==> config.mk <==
export PLATFORM = sky130hd
export DESIGN_NAME = dec_bin_seq
export DESIGN_NICKNAME = d
export VERILOG_FILES = /design/src/rtl/dec_bin_seq.sv
export SDC_FILE = /design/constraint.sdc
export NUM_CORES = 1
export LEC_CHECK = 0
export BUFFER_PORTS_ARGS = -buffer_cell sky130_fd_sc_hd__buf_2
export CAP_MARGIN = 20
export CORE_AREA = 2 2 68 70
export CTS_BUF_LIST = sky130_fd_sc_hd__clkbuf_4
export DETAILED_ROUTE_END_ITERATION = 10
export DIE_AREA = 0 0 70 72
export HOLD_SLACK_MARGIN = 0.12
export PLACE_DENSITY = 0.84
export SLEW_MARGIN = 20
export SYNTH_ARGS = -nofsm -noshare
export SYNTH_HDL_FRONTEND = slang
export SYNTH_SLANG_ARGS = --single-unit
==> constraint.sdc <==
create_clock -name CLK -period 5.7 [get_ports CLK]
set_input_delay 0.57 -clock CLK [delete_from_list [all_inputs] [get_ports CLK]]
set_output_delay 0.57 -clock CLK [all_outputs]
set_load 0.05 [all_outputs]
==> src/rtl/dec_bin_seq.sv <==
// Sequential packed-BCD to binary converter, one digit per clock MSD first (acc = acc*10 + digit).
// Optional invalid-nibble detection enabled by defining DEC_BIN_BCD_CHECK_EN.
module dec_bin_seq #(
  parameter int DIGITS = 4,
  parameter int BIN_W  = 14
) (
  input  logic                  CLK,
  input  logic                  RESET,
  input  logic                  START,
  input  logic [4*DIGITS-1:0]   DEC_IN,
  output logic                  BUSY,
  output logic                  DONE,
  output logic [BIN_W-1:0]      BIN_OUT,
  output logic                  ERR
);

  localparam int DW    = 4 * DIGITS;
  localparam int AW    = BIN_W + 4;
  localparam int CNT_W = (DIGITS > 1) ? $clog2(DIGITS) : 1;

  typedef enum logic {
    S_IDLE = 1'b0,
    S_CONV = 1'b1
  } state_t;

  state_t            state_q, state_d;
  logic [DW-1:0]     shreg_q, shreg_d;
  logic [BIN_W-1:0]  acc_q, acc_d;
  logic [CNT_W-1:0]  cnt_q, cnt_d;
  logic              done_q, done_d;
  logic [BIN_W-1:0]  bin_q, bin_d;
  logic [AW-1:0]     acc_ext;
  logic [BIN_W-1:0]  step;
  logic [3:0]        nib;

  // Digits are consumed from the top of the shift register, MSD first.
  assign nib     = shreg_q[DW-1 -: 4];
  assign acc_ext = {4'b0000, acc_q};
  assign step    = BIN_W'((acc_ext << 3) + (acc_ext << 1) + AW'(nib));

`ifdef DEC_BIN_BCD_CHECK_EN
  logic bad_q, bad_d;
  logic err_q, err_d;
  logic in_bad;

  always_comb begin
    in_bad = 1'b0;
    for (int i = 0; i < DIGITS; i++) begin
      if (DEC_IN[4*i +: 4] > 4'd9) in_bad = 1'b1;
    end
  end
`endif

  always_comb begin
    state_d = state_q;
    shreg_d = shreg_q;
    acc_d   = acc_q;
    cnt_d   = cnt_q;
    done_d  = 1'b0;
    bin_d   = bin_q;
`ifdef DEC_BIN_BCD_CHECK_EN
    bad_d   = bad_q;
    err_d   = err_q;
`endif
    case (state_q)
      S_IDLE: begin
        if (START) begin
          state_d = S_CONV;
          shreg_d = DEC_IN;
          acc_d   = '0;
          cnt_d   = CNT_W'(DIGITS - 1);
`ifdef DEC_BIN_BCD_CHECK_EN
          bad_d   = in_bad;
`endif
        end
      end
      S_CONV: begin
        acc_d   = step;
        shreg_d = shreg_q << 4;
        if (cnt_q == '0) begin
          state_d = S_IDLE;
          done_d  = 1'b1;
          bin_d   = step;
`ifdef DEC_BIN_BCD_CHECK_EN
          err_d   = bad_q;
          if (bad_q) bin_d = '0;
`endif
        end else begin
          cnt_d = cnt_q - CNT_W'(1);
        end
      end
      default: state_d = S_IDLE;
    endcase
  end

  always_ff @(posedge CLK) begin
    if (RESET) begin
      state_q <= S_IDLE;
      shreg_q <= '0;
      acc_q   <= '0;
      cnt_q   <= '0;
      done_q  <= 1'b0;
      bin_q   <= '0;
`ifdef DEC_BIN_BCD_CHECK_EN
      bad_q   <= 1'b0;
      err_q   <= 1'b0;
`endif
    end else begin
      state_q <= state_d;
      shreg_q <= shreg_d;
      acc_q   <= acc_d;
      cnt_q   <= cnt_d;
      done_q  <= done_d;
      bin_q   <= bin_d;
`ifdef DEC_BIN_BCD_CHECK_EN
      bad_q   <= bad_d;
      err_q   <= err_d;
`endif
    end
  end

  assign BUSY    = (state_q == S_CONV);
  assign DONE    = done_q;
  assign BIN_OUT = bin_q;
`ifdef DEC_BIN_BCD_CHECK_EN
  assign ERR     = err_q;
`else
  assign ERR     = 1'b0;
`endif

endmodule

Yosys cells after proc, flatten, opt, wreduce, memory -nomap -nowiden
Cells that the tools add are included.
Storage, ports and cells
  logic and storage cells: 27
  register bits: 47
Operators by class
  bitwise logic cells: 1
  $add $sub $neg: 3
  multiplexer cells: 11
  equality and inequality tests: 2
  reductions and logical operators: 4
Operators by type and width (count)
  16-bit case mux with 2 select lines: 1
  13-bit case mux with 2 select lines: 1
  16-bit two-way mux: 1
  14-bit adder: 1
  14-bit by 4-bit adder with 14-bit output: 1
  13-bit two-way mux: 1
  2-bit two-way mux: 2
  2-bit inequality test, second input constant: 2
  2-bit case mux with 2 select lines: 1
  2-bit AND reduction: 2
  1-bit two-way mux: 3
  2-bit zero test: 1
  1-bit case mux with 2 select lines: 1
  2-bit OR reduction: 1
  2-bit by 1-bit subtractor with 2-bit output, second input constant: 1
  1-bit NOT: 1

Longest topological paths before layout
Gate-level depths: netlist (run 1).
  depth after elaboration: 3
  depth in mapped cells: 9
  gate-level depth less buffers: 9

Worst setup path before layout (run 1)
OpenSTA, ideal clock, no wires.
  path type: register to register
  from: reg shreg_q[15]
  to: reg bin_q[13] (netlist: BIN_OUT[13])
  path slack: 3.335 ns
  clock period less this slack: 2.365 ns
  arrival time: 2.243 ns
  path buffers: 0
  library setup time: 0.122 ns
  stages on the path, launching flop included: 10
  path through: dfxtp_1 inv_1 fa_1 inv_1 ha_1 a21o_1 and4_1 o2111ai_1 a21oi_1 a311o_1
On the way
  longest elaborated chain between the ends: 1
Ends and longest elaborated chain
  from (decl): line 27  | logic [DW-1:0] shreg_q, shreg_d;
  from (signal assigned): line 110  | shreg_q <= shreg_d;
  14-bit by 4-bit adder with 14-bit output: line 39  | assign step = BIN_W'((acc_ext << 3) + (acc_ext << 1) + AW'(nib));
  to (signal assigned): line 114  | bin_q <= bin_d;
  to (decl): line 31  | logic [BIN_W-1:0] bin_q, bin_d;
No other way between the ends.
A chain may end at the register's enable or synchronous reset.

Worst setup path in the final report (run 1)
  from: reg acc_q[0]
  to: reg bin_q[10] (netlist: BIN_OUT[10])
On the way
  longest elaborated chain between the ends: 2
Ends and longest elaborated chain
  from (decl): line 28  | logic [BIN_W-1:0] acc_q, acc_d;
  from (signal assigned): line 100  | acc_q <= '0;
  from (signal assigned): line 111  | acc_q <= acc_d;
  14-bit adder: line 39
  14-bit by 4-bit adder with 14-bit output: line 39
No other way between the ends.

==> out/metrics.csv, run 1 <==
metric,value,unit
status,completed,
met1 usage,0.283,
Pre-antenna DRT Iters,4,
Root Driver,clkbuf_4,
unrepaired setup endpoints after global routing,no,
"Max FO, Critical Path",4,
CTS tree,built,
# diodes,0,
period utilization,0.461,
via count,2353,
ranking of synthesized cells by area,"dfxtp_1 36%, ha_1 11%, nor2_1 7.0%, a21oi_1 6.5%, mux2i_1 6.1%",
Worst Clk Skew,15.9,ps
Post-synth EDFFs,0,
met2 Use GR,0.417,
drt via density,6.03,
Yosys warnings,0,
largest net degree at the start of global routing,50,
final global-route overflow total,0,
Die Y,72,µm
Setup crit start kind,flip-flop,
R2R setup slack,3070,ps
worst path required time,5920,ps
Fin Hold WS,459,ps
fin. max-slew vios,0,
leakage power,1.39,nW
GRT Util Overall,0.234,
Clock transition at path regs,130,ps
Final min period,2630,ps
critical path start-end classification,flip-flop to flip-flop,
measured slew at the worst slew-check pin,880,ps
port bufs,34,
total CTS buffers,5,
hold_sp,BIN_OUT[7]$_SDFFE_PP0P_,
hold_buf cts,0,
vias in the first global route,2145,
DR iter-0 viols,212,
#FFs+latches synth,47,
Max-Cap Viols,0,
clock latency on the worst-skew pair,360,ps
first-pass GRT wire length,9.55,mm
CTS Buffer Depth,2,
Worst Hold Path EP,BIN_OUT[7]$_SDFFE_PP0P_,
DP HPWL,3.88,mm
commonest register cell after synthesis,dfxtp_1,
share of post-route cells with drive strength above 1,0.139,
Hold WC Path Type,flip-flop to flip-flop,
cts repair resizes,0,
Initial Util,0.617,
Mapped Area,2630,µm²
worst r2r src,acc_q[0]$_SDFFE_PP0P_,
Die Width,70,µm
Rel. slew slack,0.413,
Peak Freq,0.380,GHz
post-synth top area share,0.358,
Total Neg Setup Slack,0,ps
Synth area leader,dfxtp_1,
Synth-to-Final Area Change,9.46,%
Routed WL,5.64,mm
endpoint class of the critical path,flip-flop,
routability cong.,0.931,
grt met3 use,0.0514,
# DRC,0,
Top Ports,36,
Post CTS Setup Buffer Count,0,
clock tree sinks,47,
post-route cell area,2880,µm²
Post-DRT Antenna Nets,0,
Unique masters post-synth,44,
H-Tree Depth,2,
full die area,5040,µm²
NumNets Final,381,
Reg2Reg Depth,8,
"Cell Area, Placed",2780,µm²
count of final setup violators,0,
per-instance average area after synthesis,8.30,µm²
row cnt,24,
cell area power density,239,nW/µm²
CP startpoint,acc_q[0]$_SDFFE_PP0P_,
gr busiest metal,met2,
FF-to-FF End,BIN_OUT[10]$_SDFFE_PP0P_,
Crit path arrival time,2850,ps
"Seq/Total Area, Yosys",0.358,
Gate Count Post-Synth,317,
antenna violations before repair,0,
WL/cell,14.4,µm
Core ar.,4260,µm²
hold path depth,2,
worst IR drop on VDD,0.178,mV
"FFs w/ async S/R, synth",0,
"Hold Vio Cnt, Final",0,
Syn Nets,361,
==> registers in the layout, summed over array words and instances (netlist names) <==
name	cells
DONE	1
BIN_OUT	14
BUSY	1
cnt_q	2
acc_q	13
shreg_q	16
==> cells in the final DEF, fill, tap and decap left out, types with 2 or more instances in the layout <==
cell | Yosys | layout
mux2i_1 | 16 | 16
a21oi_1 | 34 | 34
nor4_1 | 2 | 2
a211oi_1 | 3 | 3
nand3_1 | 8 | 8
xnor2_1 | 2 | 2
nand2_1 | 22 | 22
or3_1 | 3 | 3
dfxtp_1 | 47 | 47
bufinv_16 | 0 | 2
buf_2 | 4 | 34
a311o_1 | 5 | 5
nand4b_1 | 2 | 2
a21o_1 | 6 | 6
inv_1 | 12 | 12
fa_1 | 2 | 2
nor3_1 | 11 | 11
ha_1 | 23 | 23
clkbuf_4 | 0 | 6
o2111a_1 | 2 | 2
xor2_1 | 2 | 2
a31oi_1 | 8 | 8
o21ai_0 | 5 | 5
nor2_1 | 49 | 49
and3_1 | 10 | 10
a2111oi_0 | 3 | 3
o2111ai_1 | 3 | 3
==> metrics by stage <==
step | cells | power, mW | util | setup WS, ps
after CTS | 390 | 0.694 | 0.675 | 3120
after detailed placement | 382 | 0.449 | 0.651 | 3060
after global routing | 390 | 0.718 | 0.675 | 2960
after global placement | 382 | 0.446 | 0.651 | 3130
final | 390 | 0.689 | 0.675 | 3070
after floorplan | 317 | 0.428 | - | 3340
==> synthesized netlist by cell type (4+ instances only) <==
cell,count
nand3_1,8
inv_1,12
and3_1,10
nor3_1,11
a21o_1,6
buf_1,5
nor2_1,49
a21oi_1,34
clkbuf_1,11
dfxtp_1,47
buf_2,4
a31oi_1,8
ha_1,23
a311o_1,5
nand2_1,22
o21ai_0,5
mux2i_1,16
==> critical path, cell delays in order (launching register included) <==
cell,delay (ps)
dfxtp_1,360
inv_1,70
fa_1,500
fa_1,470
and2b_1,250
o2111ai_1,180
a21oi_1,400
nand4b_1,170
a31oi_1,90
==> final cells by class <==
| cell class | instances | area (µm²) |
|---|---|---|
| Clock buffer | 6 | 45.0 |
| Tap cell | 52 | 65.1 |
| Inverter | 13 | 48.8 |
| Timing Repair Buffer | 35 | 178 |
| Clock inverter | 2 | 60.1 |
| Sequential cell | 47 | 941 |
| Multi-Input combinational cell | 235 | 1540 |
| Fill cell | 369 | 1380 |
==> metal layers <==
| layer | vias to the layer above | share of wire |
|---|---|---|
| li1 | 1169 | - |
| met1 | 1077 | 0.43 |
| met2 | 94 | 0.48 |
| met3 | 13 | 0.069 |
| met4 | 0 | 0.020 |
| met5 | - | 0 |
==> power by group <==
group / switching (mW) / internal (mW)
registers: 0.00753 / 0.342
logic: 0.0638 / 0.0295
clock network: 0.105 / 0.142
==> worst max path at each step <==
| stage | to | depth (start not counted) |
|---|---|---|
| after floorplan | BIN_OUT[13]$_SDFFE_PP0P_ | 9 |
| after global placement | acc_q[11]$_SDFFE_PP0P_ | 5 |
| after detailed placement | acc_q[11]$_SDFFE_PP0P_ | 5 |
| after CTS | BIN_OUT[10]$_SDFFE_PP0P_ | 8 |
| after global routing | acc_q[10]$_SDFFE_PP0P_ | 8 |
| final | BIN_OUT[10]$_SDFFE_PP0P_ | 8 |
==> kinds of logic after synthesis <==
group           share of synthesized area
compound gates                      0.190
mux                                0.0609
other cells                       0.00143
flops                               0.358
xor+xnor                           0.0133
simple gates                        0.196
buf+inv                            0.0561
fa+ha+maj                           0.125
Note: power is estimated with default switching activity, not from simulation.
==> run 2: changes to the inputs <==
--- a/config.mk
+++ b/config.mk
@@ -7,12 +7,12 @@
 export LEC_CHECK = 0
 export BUFFER_PORTS_ARGS = -buffer_cell sky130_fd_sc_hd__buf_2
 export CAP_MARGIN = 20
-export CORE_AREA = 2 2 68 70
+export CORE_AREA = 2 2 70 72
 export CTS_BUF_LIST = sky130_fd_sc_hd__clkbuf_4
 export DETAILED_ROUTE_END_ITERATION = 10
-export DIE_AREA = 0 0 70 72
+export DIE_AREA = 0 0 72 74
 export HOLD_SLACK_MARGIN = 0.12
-export PLACE_DENSITY = 0.84
+export PLACE_DENSITY = 0.8
 export SLEW_MARGIN = 20
 export SYNTH_ARGS = -nofsm -noshare
 export SYNTH_HDL_FRONTEND = slang
==> constraint.sdc (replaced) <==
create_clock -name CLK -period 2.7 [get_ports CLK]
set_input_delay 0.27 -clock CLK [delete_from_list [all_inputs] [get_ports CLK]]
set_output_delay 0.27 -clock CLK [all_outputs]
set_load 0.05 [all_outputs]
==> run 2 against run 1 <==
Against the previous run: combinational power rose by 110%; sequential share of layout area did not move; via count fell by 2.0%.
==> out/metrics.csv, run 2 (synthesized netlist as in run 1, its figures left out) <==
metric,value,unit
status,completed,
Max-Cap Viols,0,
Pre-antenna DRT Iters,5,
Fin Hold WS,177,ps
Worst Clk Skew,6.55,ps
cell area power density,438,nW/µm²
Setup crit start kind,flip-flop,
leakage power,1.38,nW
max reg flops,16,
fin. max-slew vios,0,
unrepaired setup endpoints after global routing,yes,
Initial Util,0.572,
pre-CTS WS,138,ps
Register Area,941,µm²
clock latency on the worst-skew pair,370,ps
Multi-input gate area,1560,µm²
worst IR drop on VDD,0.339,mV
Crit path max-delay family,adder cells,
clock tree sinks,47,
Hold WC Path Type,primary input to flip-flop,
# diodes,0,
antenna violations before repair,0,
WL/cell,14.4,µm
vias in the first global route,2082,
Routed WL,5.70,mm
H-Tree Depth,2,
via count,2306,
CTS Buffer Depth,2,
period utilization,0.948,
"Hold Vio Cnt, Final",0,
DR iter-0 viols,109,
fill count,411,
critical path's largest stage delay,530,ps
Peak Freq,0.391,GHz
count of final setup violators,0,
Root Driver,clkbuf_4,
"commonest non-fill, non-tap cell in the layout",nor2_1,
measured slew at the worst slew-check pin,611,ps
critical path start-end classification,flip-flop to flip-flop,
endpoint class of the critical path,flip-flop,
total CTS buffers,5,
final global-route overflow total,0,
Die Width,72,µm
Top Ports,36,
Finished Core Util,0.626,
"most used cell, CP",fa_1,
largest net degree at the start of global routing,35,
Final min period,2560,ps
DP HPWL,4.10,mm
row cnt,25,
"commonest non-fill, non-tap cells in the layout","49 x nor2_1, 47 x dfxtp_1, 34 x a21oi_1, 34 x buf_2, 23 x ha_1",
Crit path arrival time,2830,ps
Power Total,1.26,mW
# DRC,0,
port bufs,34,
Rel. slew slack,0.593,
worst path required time,2970,ps
GRT Util Overall,0.226,
Post-DRT Antenna Nets,0,
Total Neg Setup Slack,0,ps
Core ar.,4600,µm²
CTS tree,built,
Clock transition at path regs,130,ps
first-pass GRT wire length,9.56,mm
Critical-path top delay cell,fa_1,
Final Worst Setup Slack,140,ps
drt via density,5.82,
"Critical Path, Cell by Cell","inv_1, fa_1, fa_1, and2b_2, o2111ai_2, a21boi_2, nor4_1, a311o_1",
full die area,5330,µm²
routability cong.,0.941,
share of post-route cells with drive strength above 1,0.155,
largest register by flop count,shreg_q,
"Max FO, Critical Path",4,
Die Y,74,µm
WP buf/inv,1,
Synth-to-Final Area Change,9.46,%
NumNets Final,385,
## run 2: report_power, final
group	leakage, nW	internal, mW	switching (mW)
logic	0.972	0.0652	0.132
registers	0.382	0.721	0.0209
clock network	0.0263	0.0958	0.226
total	1.38	0.882	0.379
## run 2: path summary, 6_finish.rpt
kind | from | end | slack [ps] | cells past startpoint
setup / recovery | shreg_q[15]$_SDFFE_PP0P_ | acc_q[12]$_SDFFE_PP0P_ | 140 | 8
hold / removal | DEC_IN[0] | shreg_q[0]$_SDFFE_PP0P_ | 180 | 3
setup reg to reg | shreg_q[15]$_SDFFE_PP0P_ | acc_q[12]$_SDFFE_PP0P_ | 140 | 8
hold reg to reg | BIN_OUT[7]$_SDFFE_PP0P_ | BIN_OUT[7]$_SDFFE_PP0P_ | 460 | 2
## run 2: timing repair
item | 4_1_cts | 5_1_grt
buffers inserted | 0 | 1
endpoints found under the setup margin | 0 | 6
hold buffers | 0 | 0
resized for setup | 0 | 5
## run 2: worst reg2reg max path: stages (launching register included)
cell       delay, ps
dfxtp_1          360
inv_1             60
fa_1             530
fa_1             470
and2b_2          260
o2111ai_2        150
a21boi_2         270
nor4_1            80
a311o_1          280
## run 2: area by class of cell
class,instances,area share
clock buffer,5,0.0130
timing repair buffer,39,0.0721
clock inverter,3,0.00521
inverter,13,0.0169
multi-input combinational,235,0.543
sequential,47,0.327
tap,54,0.0235
## run 2: metal layers
metal | vias up | GRT usage | wire length (µm)
li1 | 1175 | - | -
met4 | 0 | 0.0713 | 80
met3 | 7 | 0.0434 | 311
met1 | 1058 | 0.302 | 2640
met2 | 66 | 0.376 | 2660
met5 | - | 0 | 0
## run 2: metrics by stage
step	cells	instance area (µm²)
4_1_cts	395	2850
5_1_grt	396	2880
6_report	396	2880
2_1_floorplan	317	2630
3_5_place_dp	387	2800
3_3_place_gp	387	2800
